**config.mk**
```make
export PLATFORM = sky130hd
export DESIGN_NAME = udp_pkt_arbiter_flat
export DESIGN_NICKNAME = d
export VERILOG_FILES = /design/src/rtl/udp_pkt_arbiter_pkg.sv /design/src/rtl/udp_pkt_arbiter_if.sv /design/src/rtl/udp_rr_pick2.sv /design/src/rtl/udp_pkt_arbiter.sv /design/src/flat_wrapper.sv
export SDC_FILE = /design/constraint.sdc
export NUM_CORES = 1
export LEC_CHECK = 0
export BUFFER_PORTS_ARGS = -buffer_cell sky130_fd_sc_hd__buf_2
export CAP_MARGIN = 20
export CORE_AREA = 4 4 739 741
export CTS_CLUSTER_DIAMETER = 50
export DETAILED_ROUTE_END_ITERATION = 10
export DIE_AREA = 0 0 743 745
export HOLD_SLACK_MARGIN = 0.03
export MAX_ROUTING_LAYER = met4
export PLACE_DENSITY = 0.3
export REMOVE_ABC_BUFFERS = 1
export SLEW_MARGIN = 20
export SYNTH_ARGS = -nofsm -noshare
export SYNTH_HDL_FRONTEND = slang
export SYNTH_HIERARCHICAL = 1
export SYNTH_SLANG_ARGS = --single-unit
```
**constraint.sdc**
```tcl
create_clock -name clk -period 2.3 [get_ports clk]
set_clock_uncertainty 0.05 [all_clocks]
set_input_delay 0.115 -clock clk [delete_from_list [all_inputs] [get_ports clk]]
set_output_delay 0.115 -clock clk [all_outputs]
set_load 0.01 [all_outputs]
```
**src/rtl/udp_pkt_arbiter_pkg.sv**
```systemverilog
// Shared definitions for the two-source UDP packet arbiter: stream widths,
// counter width, default payload limit, FSM state encoding and the length
// legality test.
package udp_pkt_arbiter_pkg;

    localparam int unsigned LEN_W           = 16;
    localparam int unsigned DATA_W          = 512;
    localparam int unsigned KEEP_W          = DATA_W / 8;
    localparam int unsigned CNT_W           = 32;
    localparam int unsigned MAX_LEN_DEFAULT = 1472;

    typedef enum logic [1:0] {
        IDLE      = 2'd0,
        SEND_LEN  = 2'd1,
        SEND_DATA = 2'd2,
        DRAIN     = 2'd3
    } arb_state_t;

    // A payload length is forwardable when it is non-zero and fits the limit.
    function automatic logic len_is_legal(input logic [LEN_W-1:0] len,
                                          input int unsigned      max_len);
        return (len != '0) && (32'(len) <= max_len);
    endfunction

endpackage

```
**src/rtl/udp_pkt_arbiter_if.sv**
```systemverilog
// Length + payload stream pair. The master side produces the length and the
// payload beats; the slave side consumes them and returns the readies.
interface udp_pkt_arbiter_if;
    import udp_pkt_arbiter_pkg::*;

    logic [LEN_W-1:0]  len_tdata;
    logic              len_tvalid;
    logic              len_tready;
    logic [DATA_W-1:0] tdata;
    logic [KEEP_W-1:0] tkeep;
    logic              tvalid;
    logic              tlast;
    logic              tready;

    modport master (
        output len_tdata, len_tvalid,
        input  len_tready,
        output tdata, tkeep, tvalid, tlast,
        input  tready
    );

    modport slave (
        input  len_tdata, len_tvalid,
        output len_tready,
        input  tdata, tkeep, tvalid, tlast,
        output tready
    );

endinterface

```
**src/rtl/udp_rr_pick2.sv**
```systemverilog
// Two-way round-robin pick: the pointer source wins a tie, otherwise the one
// requester present is granted. Purely combinational; the caller owns the
// pointer register.
module udp_rr_pick2 (
    input  logic [1:0] req,
    input  logic       ptr,
    output logic       gnt_valid,
    output logic       gnt_idx
);

    // Prefer the pointer source, fall back to the other one.
    always_comb begin
        gnt_valid = |req;
        gnt_idx   = ptr;
        if (!req[ptr]) begin
            gnt_idx = ~ptr;
        end
    end

endmodule

```
**src/rtl/udp_pkt_arbiter.sv**
```systemverilog
// Arbitrates two length+payload requesters onto one UDP formatter stream.
// A granted packet with a legal length is forwarded (length first, then the
// payload beats until TLAST); an illegal length causes the payload to be
// swallowed instead. Per-source forwarded and global dropped packet counters.
module udp_pkt_arbiter
    import udp_pkt_arbiter_pkg::*;
#(
    parameter int unsigned MAX_LEN = MAX_LEN_DEFAULT
) (
    input  logic                    clk,
    input  logic                    resetn,
    udp_pkt_arbiter_if.slave        s0,
    udp_pkt_arbiter_if.slave        s1,
    udp_pkt_arbiter_if.master       m,
    output logic [CNT_W-1:0]        pkt_count0,
    output logic [CNT_W-1:0]        pkt_count1,
    output logic [CNT_W-1:0]        drop_count
);

    arb_state_t        state_q, state_d;
    logic              grant_q, grant_d;
    logic              ptr_q,   ptr_d;
    logic [LEN_W-1:0]  len_q,   len_d;
    logic [CNT_W-1:0]  pkt0_q,  pkt0_d;
    logic [CNT_W-1:0]  pkt1_q,  pkt1_d;
    logic [CNT_W-1:0]  drop_q,  drop_d;

    // Sources gathered into index-addressable form so the grant can select.
    logic [1:0]        src_len_tvalid;
    logic [LEN_W-1:0]  src_len_tdata [2];
    logic [1:0]        src_tvalid;
    logic [1:0]        src_tlast;
    logic [DATA_W-1:0] src_tdata [2];
    logic [KEEP_W-1:0] src_tkeep [2];
    logic [1:0]        src_len_tready;
    logic [1:0]        src_tready;

    logic              m_len_tvalid;
    logic [DATA_W-1:0] m_tdata;
    logic [KEEP_W-1:0] m_tkeep;
    logic              m_tvalid;
    logic              m_tlast;

    logic [1:0]        pick_req;
    logic              gnt_valid;
    logic              gnt_idx;

    assign src_len_tvalid   = {s1.len_tvalid, s0.len_tvalid};
    assign src_len_tdata[0] = s0.len_tdata;
    assign src_len_tdata[1] = s1.len_tdata;
    assign src_tvalid       = {s1.tvalid, s0.tvalid};
    assign src_tlast        = {s1.tlast,  s0.tlast};
    assign src_tdata[0]     = s0.tdata;
    assign src_tdata[1]     = s1.tdata;
    assign src_tkeep[0]     = s0.tkeep;
    assign src_tkeep[1]     = s1.tkeep;

    assign s0.len_tready = src_len_tready[0];
    assign s1.len_tready = src_len_tready[1];
    assign s0.tready     = src_tready[0];
    assign s1.tready     = src_tready[1];

    assign m.len_tdata  = len_q;
    assign m.len_tvalid = m_len_tvalid;
    assign m.tdata      = m_tdata;
    assign m.tkeep      = m_tkeep;
    assign m.tvalid     = m_tvalid;
    assign m.tlast      = m_tlast;

    assign pkt_count0 = pkt0_q;
    assign pkt_count1 = pkt1_q;
    assign drop_count = drop_q;

    // Requests are masked while reset is asserted so no length is consumed
    // (and no LEN_TREADY raised) during a reset that spans several cycles.
    assign pick_req = src_len_tvalid & {2{resetn}};

    udp_rr_pick2 u_pick (
        .req       (pick_req),
        .ptr       (ptr_q),
        .gnt_valid (gnt_valid),
        .gnt_idx   (gnt_idx)
    );

    // Next-state, datapath selection and handshake outputs for the arbiter FSM.
    always_comb begin
        // NOTE: every signal written here gets a default first; a path that
        // leaves one unassigned would otherwise infer a latch.
        state_d        = state_q;
        grant_d        = grant_q;
        ptr_d          = ptr_q;
        len_d          = len_q;
        pkt0_d         = pkt0_q;
        pkt1_d         = pkt1_q;
        drop_d         = drop_q;
        src_len_tready = '0;
        src_tready     = '0;
        m_len_tvalid   = 1'b0;
        m_tdata        = '0;
        m_tkeep        = '0;
        m_tvalid       = 1'b0;
        m_tlast        = 1'b0;

        case (state_q)
            IDLE: begin
                if (gnt_valid) begin
                    src_len_tready[gnt_idx] = 1'b1;
                    grant_d = gnt_idx;
                    ptr_d   = ~gnt_idx;
                    len_d   = src_len_tdata[gnt_idx];
                    state_d = len_is_legal(src_len_tdata[gnt_idx], MAX_LEN)
                              ? SEND_LEN : DRAIN;
                end
            end

            SEND_LEN: begin
                m_len_tvalid = 1'b1;
                if (m.len_tready) begin
                    state_d = SEND_DATA;
                end
            end

            SEND_DATA: begin
                m_tdata  = src_tdata[grant_q];
                m_tkeep  = src_tkeep[grant_q];
                m_tvalid = src_tvalid[grant_q];
                m_tlast  = src_tlast[grant_q];
                src_tready[grant_q] = m.tready;
                if (m_tvalid && m.tready && m_tlast) begin
                    if (grant_q) begin
                        pkt1_d = pkt1_q + 32'd1;
                    end else begin
                        pkt0_d = pkt0_q + 32'd1;
                    end
                    state_d = IDLE;
                end
            end

            DRAIN: begin
                src_tready[grant_q] = 1'b1;
                if (src_tvalid[grant_q] && src_tlast[grant_q]) begin
                    drop_d  = drop_q + 32'd1;
                    state_d = IDLE;
                end
            end

            default: begin
                state_d = IDLE;
            end
        endcase
    end

    // State, grant, pointer, length and counter registers with synchronous reset.
    always_ff @(posedge clk) begin
        // NOTE: sequential state uses non-blocking assignments so every
        // register samples the pre-edge values regardless of statement order.
        if (!resetn) begin
            state_q <= IDLE;
            grant_q <= 1'b0;
            ptr_q   <= 1'b0;
            len_q   <= '0;
            pkt0_q  <= '0;
            pkt1_q  <= '0;
            drop_q  <= '0;
        end else begin
            state_q <= state_d;
            grant_q <= grant_d;
            ptr_q   <= ptr_d;
            len_q   <= len_d;
            pkt0_q  <= pkt0_d;
            pkt1_q  <= pkt1_d;
            drop_q  <= drop_d;
        end
    end

endmodule

```
**src/flat_wrapper.sv**
```systemverilog
// flat-port wrapper written by rule: the top's interface ports become plain ports
module udp_pkt_arbiter_flat import udp_pkt_arbiter_pkg::*;
#(
    parameter int unsigned MAX_LEN = MAX_LEN_DEFAULT
)
  (clk, resetn, pkt_count0, pkt_count1, drop_count, s0_len_tdata, s0_len_tvalid, s0_len_tready, s0_tdata, s0_tkeep, s0_tvalid, s0_tlast, s0_tready, s1_len_tdata, s1_len_tvalid, s1_len_tready, s1_tdata, s1_tkeep, s1_tvalid, s1_tlast, s1_tready, m_len_tdata, m_len_tvalid, m_len_tready, m_tdata, m_tkeep, m_tvalid, m_tlast, m_tready);
  udp_pkt_arbiter_if s0_i ();
  udp_pkt_arbiter_if s1_i ();
  udp_pkt_arbiter_if m_i ();
  input  logic clk;
  input  logic resetn;
  output logic [CNT_W-1:0] pkt_count0;
  output logic [CNT_W-1:0] pkt_count1;
  output logic [CNT_W-1:0] drop_count;
  input wire logic [$bits(s0_i.len_tdata)-1:0] s0_len_tdata;
  input wire logic [$bits(s0_i.len_tvalid)-1:0] s0_len_tvalid;
  output wire logic [$bits(s0_i.len_tready)-1:0] s0_len_tready;
  input wire logic [$bits(s0_i.tdata)-1:0] s0_tdata;
  input wire logic [$bits(s0_i.tkeep)-1:0] s0_tkeep;
  input wire logic [$bits(s0_i.tvalid)-1:0] s0_tvalid;
  input wire logic [$bits(s0_i.tlast)-1:0] s0_tlast;
  output wire logic [$bits(s0_i.tready)-1:0] s0_tready;
  input wire logic [$bits(s1_i.len_tdata)-1:0] s1_len_tdata;
  input wire logic [$bits(s1_i.len_tvalid)-1:0] s1_len_tvalid;
  output wire logic [$bits(s1_i.len_tready)-1:0] s1_len_tready;
  input wire logic [$bits(s1_i.tdata)-1:0] s1_tdata;
  input wire logic [$bits(s1_i.tkeep)-1:0] s1_tkeep;
  input wire logic [$bits(s1_i.tvalid)-1:0] s1_tvalid;
  input wire logic [$bits(s1_i.tlast)-1:0] s1_tlast;
  output wire logic [$bits(s1_i.tready)-1:0] s1_tready;
  output wire logic [$bits(m_i.len_tdata)-1:0] m_len_tdata;
  output wire logic [$bits(m_i.len_tvalid)-1:0] m_len_tvalid;
  input wire logic [$bits(m_i.len_tready)-1:0] m_len_tready;
  output wire logic [$bits(m_i.tdata)-1:0] m_tdata;
  output wire logic [$bits(m_i.tkeep)-1:0] m_tkeep;
  output wire logic [$bits(m_i.tvalid)-1:0] m_tvalid;
  output wire logic [$bits(m_i.tlast)-1:0] m_tlast;
  input wire logic [$bits(m_i.tready)-1:0] m_tready;
  assign s0_i.len_tdata = s0_len_tdata;
  assign s0_i.len_tvalid = s0_len_tvalid;
  assign s0_len_tready = s0_i.len_tready;
  assign s0_i.tdata = s0_tdata;
  assign s0_i.tkeep = s0_tkeep;
  assign s0_i.tvalid = s0_tvalid;
  assign s0_i.tlast = s0_tlast;
  assign s0_tready = s0_i.tready;
  assign s1_i.len_tdata = s1_len_tdata;
  assign s1_i.len_tvalid = s1_len_tvalid;
  assign s1_len_tready = s1_i.len_tready;
  assign s1_i.tdata = s1_tdata;
  assign s1_i.tkeep = s1_tkeep;
  assign s1_i.tvalid = s1_tvalid;
  assign s1_i.tlast = s1_tlast;
  assign s1_tready = s1_i.tready;
  assign m_len_tdata = m_i.len_tdata;
  assign m_len_tvalid = m_i.len_tvalid;
  assign m_i.len_tready = m_len_tready;
  assign m_tdata = m_i.tdata;
  assign m_tkeep = m_i.tkeep;
  assign m_tvalid = m_i.tvalid;
  assign m_tlast = m_i.tlast;
  assign m_i.tready = m_tready;
  udp_pkt_arbiter #(.MAX_LEN(MAX_LEN)) u_core (.clk(clk), .resetn(resetn), .s0(s0_i), .s1(s1_i), .m(m_i), .pkt_count0(pkt_count0), .pkt_count1(pkt_count1), .drop_count(drop_count));
endmodule
```
==> parameters.txt, run 1 <==
Parameter                              Value

Logic synthesis
  Warnings, synthesis    6
  Cell type with the highest aggregate area in the netlist    a22o_1
  Fraction of registers with async set/reset    0%
  Mean area per synthesized cell    8.12 sq um
  Sequential-to-total area share from yosys stat    20.8%
  Syn Inst Count    1,376
  Post-synthesis register bit count    116
  Share of the synthesized area in the top cell type    45.1%
  Summed instance area of the synthesized netlist    0.0112 sq mm
  Top post-synthesis cells by count    a22o_1 (576), clkbuf_1 (116), dfxtp_1 (116)
  Top cells by area, synth    a22o_1 (45%), dfxtp_1 (21%), clkbuf_1 (3.9%)
  Most used flip-flop cell after synthesis    dfxtp_1
  Number of unique standard cell types used by synthesis    51
  Count of flip-flops with a built-in enable after synthesis    0
  Cell with the most instances after synthesis    a22o_1

Outcome
  Halt Reason    [ERROR GPL-0305] RePlAce diverged during gradient descent calculation, resulting in an invalid step length (Inf or NaN). This is often caused by numerical instability ...
  Stage at which the flow ended    global placement
  Run status    stopped before the end

Die
  Number of I/O pins    1,889
  Vertical extent of the die    745 um
  Rows    270
  Width of the die    743 um
  Starting Density    2.07%

Placement
  Buffers on Ports    1,888
## kinds of logic after synthesis
family          count (synthesis)  synth area share, %
mux                            28                 2.51
xor+xnor                       66                 5.17
simple gates                  338                 15.5
flops                         116                 20.8
fa+ha+maj                       3                0.336
compound gates                652                 49.6
buf+inv                       173                 6.12
==> run 2, diff against run 1 <==
CTS_CLUSTER_DIAMETER = default   (was 50)
HOLD_SLACK_MARGIN = default   (was 0.03)
MAX_ROUTING_LAYER = default   (was met4)
PLACE_DENSITY = default   (was 0.3)
PLACE_DENSITY_LB_ADDON = 0.15   (was default)
==> run 2 against run 1 <==
Net effect: the flow now finishes, with violations (antenna violations, negative setup slack); synthesized cell count unchanged; synthesized area unchanged.
==> parameters.txt, run 2 <==
Parameter                              Value

Outcome
  Run status    finished with violations (was stopped before the end)
  Violated checks    antenna violations, negative setup slack

Setup path
  Kind of start point of the critical path    flop
  Highest cell delay on the worst timing path    0.34 ns
  Largest fanout on the critical path    10
  Critical-path cell with the highest stage delay    dfxtp_2
  CP Cell Sequence    buf_12 > nand2_1 > nor2_4 > buf_12 > buf_16 > buf_8 > buf_16 > a22o_4 > buf_2
  Critical path data required time    2.13 ns
  Arrival time of data at the critical path endpoint    2.38 ns
  Type of the worst setup path    flop to primary output
  Critical Path Sink Type    primary output

Worst hold path
  Class of the most critical hold timing path    input pin to flop

Logic synthesis
  Count of flip-flops with a built-in enable after synthesis    0 (unchanged)
  Top cells by area, synth    a22o_1 (45%), dfxtp_1 (21%), clkbuf_1 (3.9%) (unchanged)
  Most used flip-flop cell after synthesis    dfxtp_1 (unchanged)
  Number of unique standard cell types used by synthesis    51 (unchanged)
  Top post-synthesis cells by count    a22o_1 (576), clkbuf_1 (116), dfxtp_1 (116) (unchanged)
  Share of the synthesized area in the top cell type    45.1% (unchanged)
  Fraction of registers with async set/reset    0% (unchanged)
  Post-synthesis register bit count    116 (unchanged)
  Sequential-to-total area share from yosys stat    20.8% (unchanged)
  Cell type with the highest aggregate area in the netlist    a22o_1 (unchanged)
  Mean area per synthesized cell    8.12 sq um (unchanged)
  Syn Inst Count    1,376 (unchanged)
  Cell with the most instances after synthesis    a22o_1 (unchanged)
  Summed instance area of the synthesized netlist    0.0112 sq mm (unchanged)
  Warnings, synthesis    6 (unchanged)

Clock network
  Cell at the root of the clock tree    clkbuf_16
  Largest buffer count on any clock path    2
  Number of buffers inserted during clock tree synthesis    17
  Clock latency on the worst-skew pair    0.49 ns
  Clock tree from TritonCTS    yes
  Number of clock sinks    116
  H-tree Lvls    4
  Clock input transition at the sequential cells of the worst setup and hold paths    0.07 ns

Global routing
  Number of antenna violations at the first check in global routing    643
  Wire length of the first global-routing pass    539,000 um
  Gr usage total    16.9%
  GR Overflow Total    0
  Vias in the first global route    23,597
  Pin count of the biggest net entering global routing    60

Detailed routing
  DR WL/cell    44.4 um
  Number of violations reported at the end of detailed-routing iteration 0    2,080
  Total iterations of the first detailed-routing run    5
  DR vias/cell    2.36
  Overall routed net length    496,000 um
  Total via count in the routed design    26,419
  DRC violation count after routing    0
  Number of nets still failing antenna checks after routing    2

Die
  Starting Density    2.07% (unchanged)
  Rows    270 (unchanged)
  Number of I/O pins    1,889 (unchanged)
  Width of the die    743 um (unchanged)
  Vertical extent of the die    745 um (unchanged)
  Die Area    0.554 sq mm
  Core Box Area    0.540 sq mm

STA
  Worst hold margin    0.0402 ns
  Setup repair after global routing missed its margin    true
  Time the worst path needs with I/O delays and setup    2.55 ns
  Fraction of the cycle the final worst path needs    111%
  Final setup violation count    554
  Highest clock frequency the design can meet    392 MHz
  Post-route worst setup slack    -0.249 ns
  Number of endpoints with negative hold slack in the final report    0
  Worst Max-Slew Pin Slew    1.03 ns
  Worst-case headroom to the max-slew limit    30.7%
  Final count of pins violating max slew    0

Power
  Power Total    15.7 mW
  Leakage Power    15.5 nW
  Pwr Density    409 mW/mm^2
  Worst voltage drop across the vdd grid    0.602 mV

Final layout
  Fillers    63,871
  Share of post-route cells with drive strength above 1    67.3%
  Signed area change from the synthesized netlist to the final layout    243%
  Commonest non-fill, non-tap cells in the layout    buf_2 (1,640), a22o_1 (486), buf_4 (179), buf_12 (179), dfxtp_1 (113)
  Layout Nets    4,613
  Area of the multi-input gates    0.00893 sq mm
  Seq. cell area    0.00233 sq mm
  Most common cell after layout, fill and taps aside    buf_2

Run
  Maxcap violations    0

Placement
  HPWL Detailed    462,000 um
  Weighted congestion reported at the end of routability-driven placement    1.06
  Buffers on Ports    1,888 (unchanged)
[run 2: cell counts after synthesis]
Identical to the previous run, type by type.
[run 2: timing repair]
item                                    4_1_cts  5_1_grt
resized for setup                           296      123
setup buffers                                32       24
endpoints found under the setup margin      576      588
hold buffers                                 11        0
cloned                                       14       22
endpoints found under the hold margin         7        0
pin swaps                                    56       34
[run 2: worst paths after layout]
path / start / to / slack [ns] / cells after the start
min: s0_len_tdata[1] / u_core/m.len_tdata[1]$_SDFFE_PN0P_ / 0.04 / 3
max reg2reg: u_core/grant_q$_SDFFE_PN0P_ / u_core/drop_count[30]$_SDFFE_PN0P_ / -0.08 / 7
min reg2reg: u_core/pkt_count1[31]$_SDFFE_PN0P_ / u_core/pkt_count1[31]$_SDFFE_PN0P_ / 0.44 / 2
max: u_core/state_q[1]$_SDFFE_PN0P_ / m_tdata[57] / -0.25 / 9
[run 2: through the flow]
step           setup WS [ns]  util (%)  instances  TNS, ns  area (sq um)
2_1_floorplan         -18.08         -       1221        -         10600
3_3_place_gp          -0.423      6.11      10504    -8.04         33000
3_5_place_dp          -0.420      6.11      10504    -6.90         33000
4_1_cts               -0.332      6.62      10593  -135.34         35700
5_1_grt               -0.313      7.03      11018  -122.70         37900
6_report              -0.249      7.10      11177   -64.42         38300
[run 2: per-layer routing]
layer	routed length, um	GRT usage (%)	share of wire, %	up-vias
met3	54200	7.89	11	1114
met5	1450	0	0.29	-
met4	22000	7.37	4.4	218
li1	-	-	-	10241
met1	155000	15.2	31	12507
met2	264000	32.0	53	2339
[run 2: power breakdown]
| group | internal (mW) | leakage (nW) | total, mW | switching, mW |
|---|---|---|---|---|
| Sequential | 2.05 | 0.939 | 2.08 | 0.0306 |
| Combinational | 4.48 | 14.2 | 10.7 | 6.21 |
| Clock | 1.64 | 0.284 | 2.91 | 1.28 |
[run 2: layout make-up]
class,count,area share (%)
timing repair buffer,2176,41.8
antenna,540,3.53
tap,7208,23.5
inverter,18,0.180
multi-input combinational,1087,23.3
clock inverter,13,0.388
clock buffer,19,1.16
sequential,116,6.07
[run 2: worst max-delay path, delay by kind of cell (launching register included)]
family | cells | cell delay, ns
flops | 1 | 0.34
simple gates | 2 | 0.23
compound gates | 1 | 0.23
buf+inv | 6 | 1.00
[run 2: cells by family (layout without fill, tap and decap cells)]
group | Yosys count | count (layout) | synth area share [%]
other cells | 0 | 540 | 0
simple gates | 338 | 338 | 15.5
compound gates | 652 | 652 | 49.6
xor+xnor | 66 | 66 | 5.17
fa+ha+maj | 3 | 3 | 0.336
flops | 116 | 116 | 20.8
buf+inv | 173 | 2226 | 6.12
mux | 28 | 28 | 2.51
Power figures use the tool's default switching activity.
==> run 3, diff against run 2 <==
ABC_AREA = 1   (was default)
CORE_AREA = 4 4 727 729   (was 4 4 739 741)
DIE_AREA = 0 0 731 733   (was 0 0 743 745)
==> run 3 against run 2 <==
Net effect: the flow still finishes with violations (antenna violations, negative setup slack); critical endpoint is now m_tdata[229]; sequential share of layout area down 0.39 points; largest cell class unchanged; non-clock buffer count up 56; via count up 11%; final cell count up 1.6%; critical path type unchanged; power up 68%; combinational power up 99%.
==> parameters.txt, run 3 <==
Parameter                              Value

Outcome
  Run status    finished with violations (unchanged)
  Violated checks    antenna violations, negative setup slack (unchanged)

STA
  Worst hold margin    0.0629 ns (was 0.0402 ns)
  Post-route worst setup slack    -0.234 ns (was -0.249 ns)
  Number of endpoints with negative hold slack in the final report    0 (unchanged)
  Highest clock frequency the design can meet    395 MHz (was 392 MHz)
  Total negative slack    -42.35 ns (was -64.42 ns)
  Setup repair after global routing missed its margin    true (unchanged)
  Time the worst path needs with I/O delays and setup    2.53 ns (was 2.55 ns)
  Fraction of the cycle the final worst path needs    110% (was 111%)
  Worst-case headroom to the max-slew limit    53.0% (was 30.7%)
  Worst Max-Slew Pin Slew    0.705 ns (was 1.03 ns)
  Final setup violation count    470 (was 554)
  Final count of pins violating max slew    0 (unchanged)

Clock network
  Number of clock sinks    116 (unchanged)
  Clock latency on the worst-skew pair    0.48 ns (was 0.49 ns)
  Clock input transition at the sequential cells of the worst setup and hold paths    0.06 ns (was 0.07 ns)
  Clock tree from TritonCTS    yes (unchanged)
  Largest buffer count on any clock path    2 (unchanged)
  Number of buffers inserted during clock tree synthesis    17 (unchanged)
  H-tree Lvls    4 (unchanged)
  Cell at the root of the clock tree    clkbuf_16 (unchanged)

Die
  Rows    266 (was 270)
  Width of the die    731 um (was 743 um)
  Core Box Area    0.523 sq mm (was 0.540 sq mm)
  Number of I/O pins    1,889 (unchanged)
  Die Area    0.536 sq mm (was 0.554 sq mm)
  Vertical extent of the die    733 um (was 745 um)
  Starting Density    2.43% (was 2.07%)

Logic synthesis
  Top post-synthesis cells by count    a22o_1 (576), nand2_1 (361), nor2_1 (161) (was a22o_1 (576), clkbuf_1 (116), dfxtp_1 (116))
  Post-synthesis register bit count    116 (unchanged)
  Top cells by area, synth    a22o_1 (40%), dfxtp_1 (18%), nand2_1 (11%) (was a22o_1 (45%), dfxtp_1 (21%), clkbuf_1 (3.9%))
  Mean area per synthesized cell    6.83 sq um (was 8.12 sq um)
  Number of unique standard cell types used by synthesis    42 (was 51)
  Warnings, synthesis    6 (unchanged)
  Fraction of registers with async set/reset    0% (unchanged)
  Summed instance area of the synthesized netlist    0.0127 sq mm (was 0.0112 sq mm)
  Sequential-to-total area share from yosys stat    18.3% (was 20.8%)
  Cell with the most instances after synthesis    a22o_1 (unchanged)
  Syn Inst Count    1,859 (was 1,376)
  Count of flip-flops with a built-in enable after synthesis    0 (unchanged)
  Share of the synthesized area in the top cell type    39.7% (was 45.1%)
  Most used flip-flop cell after synthesis    dfxtp_1 (unchanged)
  Cell type with the highest aggregate area in the netlist    a22o_1 (unchanged)

Global routing
  Number of antenna violations at the first check in global routing    573 (was 643)
  Vias in the first global route    26,195 (was 23,597)
  Gr usage total    19.7% (was 16.9%)
  Pin count of the biggest net entering global routing    66 (was 60)
  Wire length of the first global-routing pass    610,000 um (was 539,000 um)
  GR Overflow Total    0 (unchanged)

Detailed routing
  M1 wire length    251,000 um (was 155,000 um)
  Uppermost signal routing layer after detailed routing    met5 (unchanged)
  Total iterations of the first detailed-routing run    5 (unchanged)
  DRC violation count after routing    0 (unchanged)
  Number of violations reported at the end of detailed-routing iteration 0    2,508 (was 2,080)
  Overall routed net length    556,000 um (was 496,000 um)
  DR WL/cell    49.0 um (was 44.4 um)
  Number of nets still failing antenna checks after routing    3 (was 2)
  Detail Route met3 WL    40,600 um (was 54,200 um)
  Total via count in the routed design    29,242 (was 26,419)
  DR vias/cell    2.58 (was 2.36)
  Met2 wire len    252,000 um (was 264,000 um)

Setup path
  CP Cell Sequence    inv_2 > nand2_4 > nor2_4 > buf_12 > buf_12 > clkbuf_16 > buf_12 > clkbuf_16 > a22o_4 > buf_12 > buf_12 (was buf_12 > nand2_1 > nor2_4 > buf_12 > buf_16 > buf_8 > buf_16 > a22o_4 > buf_2)
  Arrival time of data at the critical path endpoint    2.37 ns (was 2.38 ns)
  Highest cell delay on the worst timing path    0.33 ns (was 0.34 ns)
  Type of the worst setup path    flop to primary output (unchanged)
  Critical-path cell with the highest stage delay    dfxtp_2 (unchanged)
  Critical Path Sink Type    primary output (unchanged)
  Kind of start point of the critical path    flop (unchanged)
  Largest fanout on the critical path    7 (was 10)
  Critical path data required time    2.13 ns (about the same)
  Most frequent cell on the critical path    buf_12
  Kind of cell adding the most delay to the critical path    buffers and inverters (unchanged)
  Combined buffer and inverter count along the critical path    8 (was 6)

Power
  Power Total    26.4 mW (was 15.7 mW)
  Leakage Power    17.2 nW (was 15.5 nW)
  Worst voltage drop across the vdd grid    0.500 mV (was 0.602 mV)
  Pwr Density    644 mW/mm^2 (was 409 mW/mm^2)

Final layout
  Fillers    61,592 (was 63,871)
  Signed area change from the synthesized netlist to the final layout    223% (was 243%)
  Commonest non-fill, non-tap cells in the layout    buf_2 (1,615), a22o_1 (422), nand2_1 (360), buf_12 (202) (was buf_2 (1,640), a22o_1 (486), buf_4 (179), buf_12 (179), dfxtp_1 (113))
  Most common cell after layout, fill and taps aside    buf_2 (unchanged)
  Layout Nets    5,151 (was 4,613)
  Share of post-route cells with drive strength above 1    61.9% (was 67.3%)

Run
  Maxcap violations    0 (unchanged)

Placement
  Pre-CTS setup slack    -0.563 ns (was -0.420 ns)
  Buffers on Ports    1,888 (unchanged)
  HPWL Detailed    519,000 um (was 462,000 um)
  Weighted congestion reported at the end of routability-driven placement    1.02 (was 1.06)

Worst hold path
  Class of the most critical hold timing path    input pin to flop (unchanged)
[run 3: cell count changes in the layout (fill, tap and decap cells not counted), sizes merged, moves of 21 or more]
cell,previous run,this run
xnor2,23,1
o21ai,18,47
nor3,12,50
nor2,105,169
nand2,58,369
xor2,43,20
diode,540,423
buf,2127,2196
a21oi,24,75
nand4,36,15
inv,21,160
mux2i,28,0
[run 3: cell type report]
cell class              instances  area (sq um)  area share, %
multi-input cells            1426         10300           25.2
well taps                    6968          8720           21.3
repair buffers               2232         17400           42.4
diodes                        423          1060           2.58
clock inverters                 9           130          0.317
clock buffers                  21           460           1.12
flip-flops and latches        116          2330           5.68
inverters                     161           609           1.49
[run 3: repair_timing]
item	CTS	global route
endpoints found under the setup margin	565	576
resized for setup	354	363
endpoints found under the hold margin	2	0
gates cloned	28	22
pin swaps	36	71
hold buffers	2	0
setup buffers	47	35
[run 3: cell families after synthesis]
logic type	synth area share [%]
and+or+nand+nor	23.4
xor gates and xnor gates	1.45
adders and majority gates	0.296
DFF	18.3
buffers and inverters	10.9
AOI/OAI and AO/OA	45.7
[run 3: worst reg2reg max path, delay by kind of cell, from the launching register on]
| family | cells | cell delay, ns |
|---|---|---|
| buf+inv | 6 | 1.11 |
| compound gates | 2 | 0.24 |
| flops | 1 | 0.32 |
| simple gates | 4 | 0.42 |
[run 3: final timing paths]
kind / from / end / slack [ns] / depth (start not counted)
worst max register to register: u_core/state_q[0]$_SDFFE_PN0P_ / u_core/pkt_count0[19]$_SDFFE_PN0P_ / 0.07 / 12
worst min-delay path: s0_len_tdata[11] / u_core/m.len_tdata[11]$_SDFFE_PN0P_ / 0.06 / 5
worst max-delay path: u_core/state_q[0]$_SDFFE_PN0P_ / m_tdata[229] / -0.23 / 11
worst min register to register: u_core/pkt_count1[31]$_SDFFE_PN0P_ / u_core/pkt_count1[31]$_SDFFE_PN0P_ / 0.45 / 2
[run 3: layer usage]
metal | vias to the layer above | global-route usage, %
met4 | 104 | 2.71
met5 | - | 0
li1 | 11526 | -
met1 | 14224 | 26.4
met3 | 855 | 5.21
met2 | 2533 | 32.2
[run 3: power by group]
| part | total [mW] | switching, mW | internal (mW) |
|---|---|---|---|
| Clock | 2.93 | 1.19 | 1.74 |
| Sequential | 2.19 | 0.110 | 2.08 |
| Combinational | 21.3 | 12.8 | 8.50 |
[run 3: through the flow]
stage | area, sq um | std cells | utilization (%)
global route | 40100 | 11013 | 7.68
global placement | 34800 | 10802 | 6.65
detailed placement | 34800 | 10802 | 6.65
finish | 41000 | 11356 | 7.84
floorplan | 11900 | 1703 | -
CTS | 38000 | 10897 | 7.27
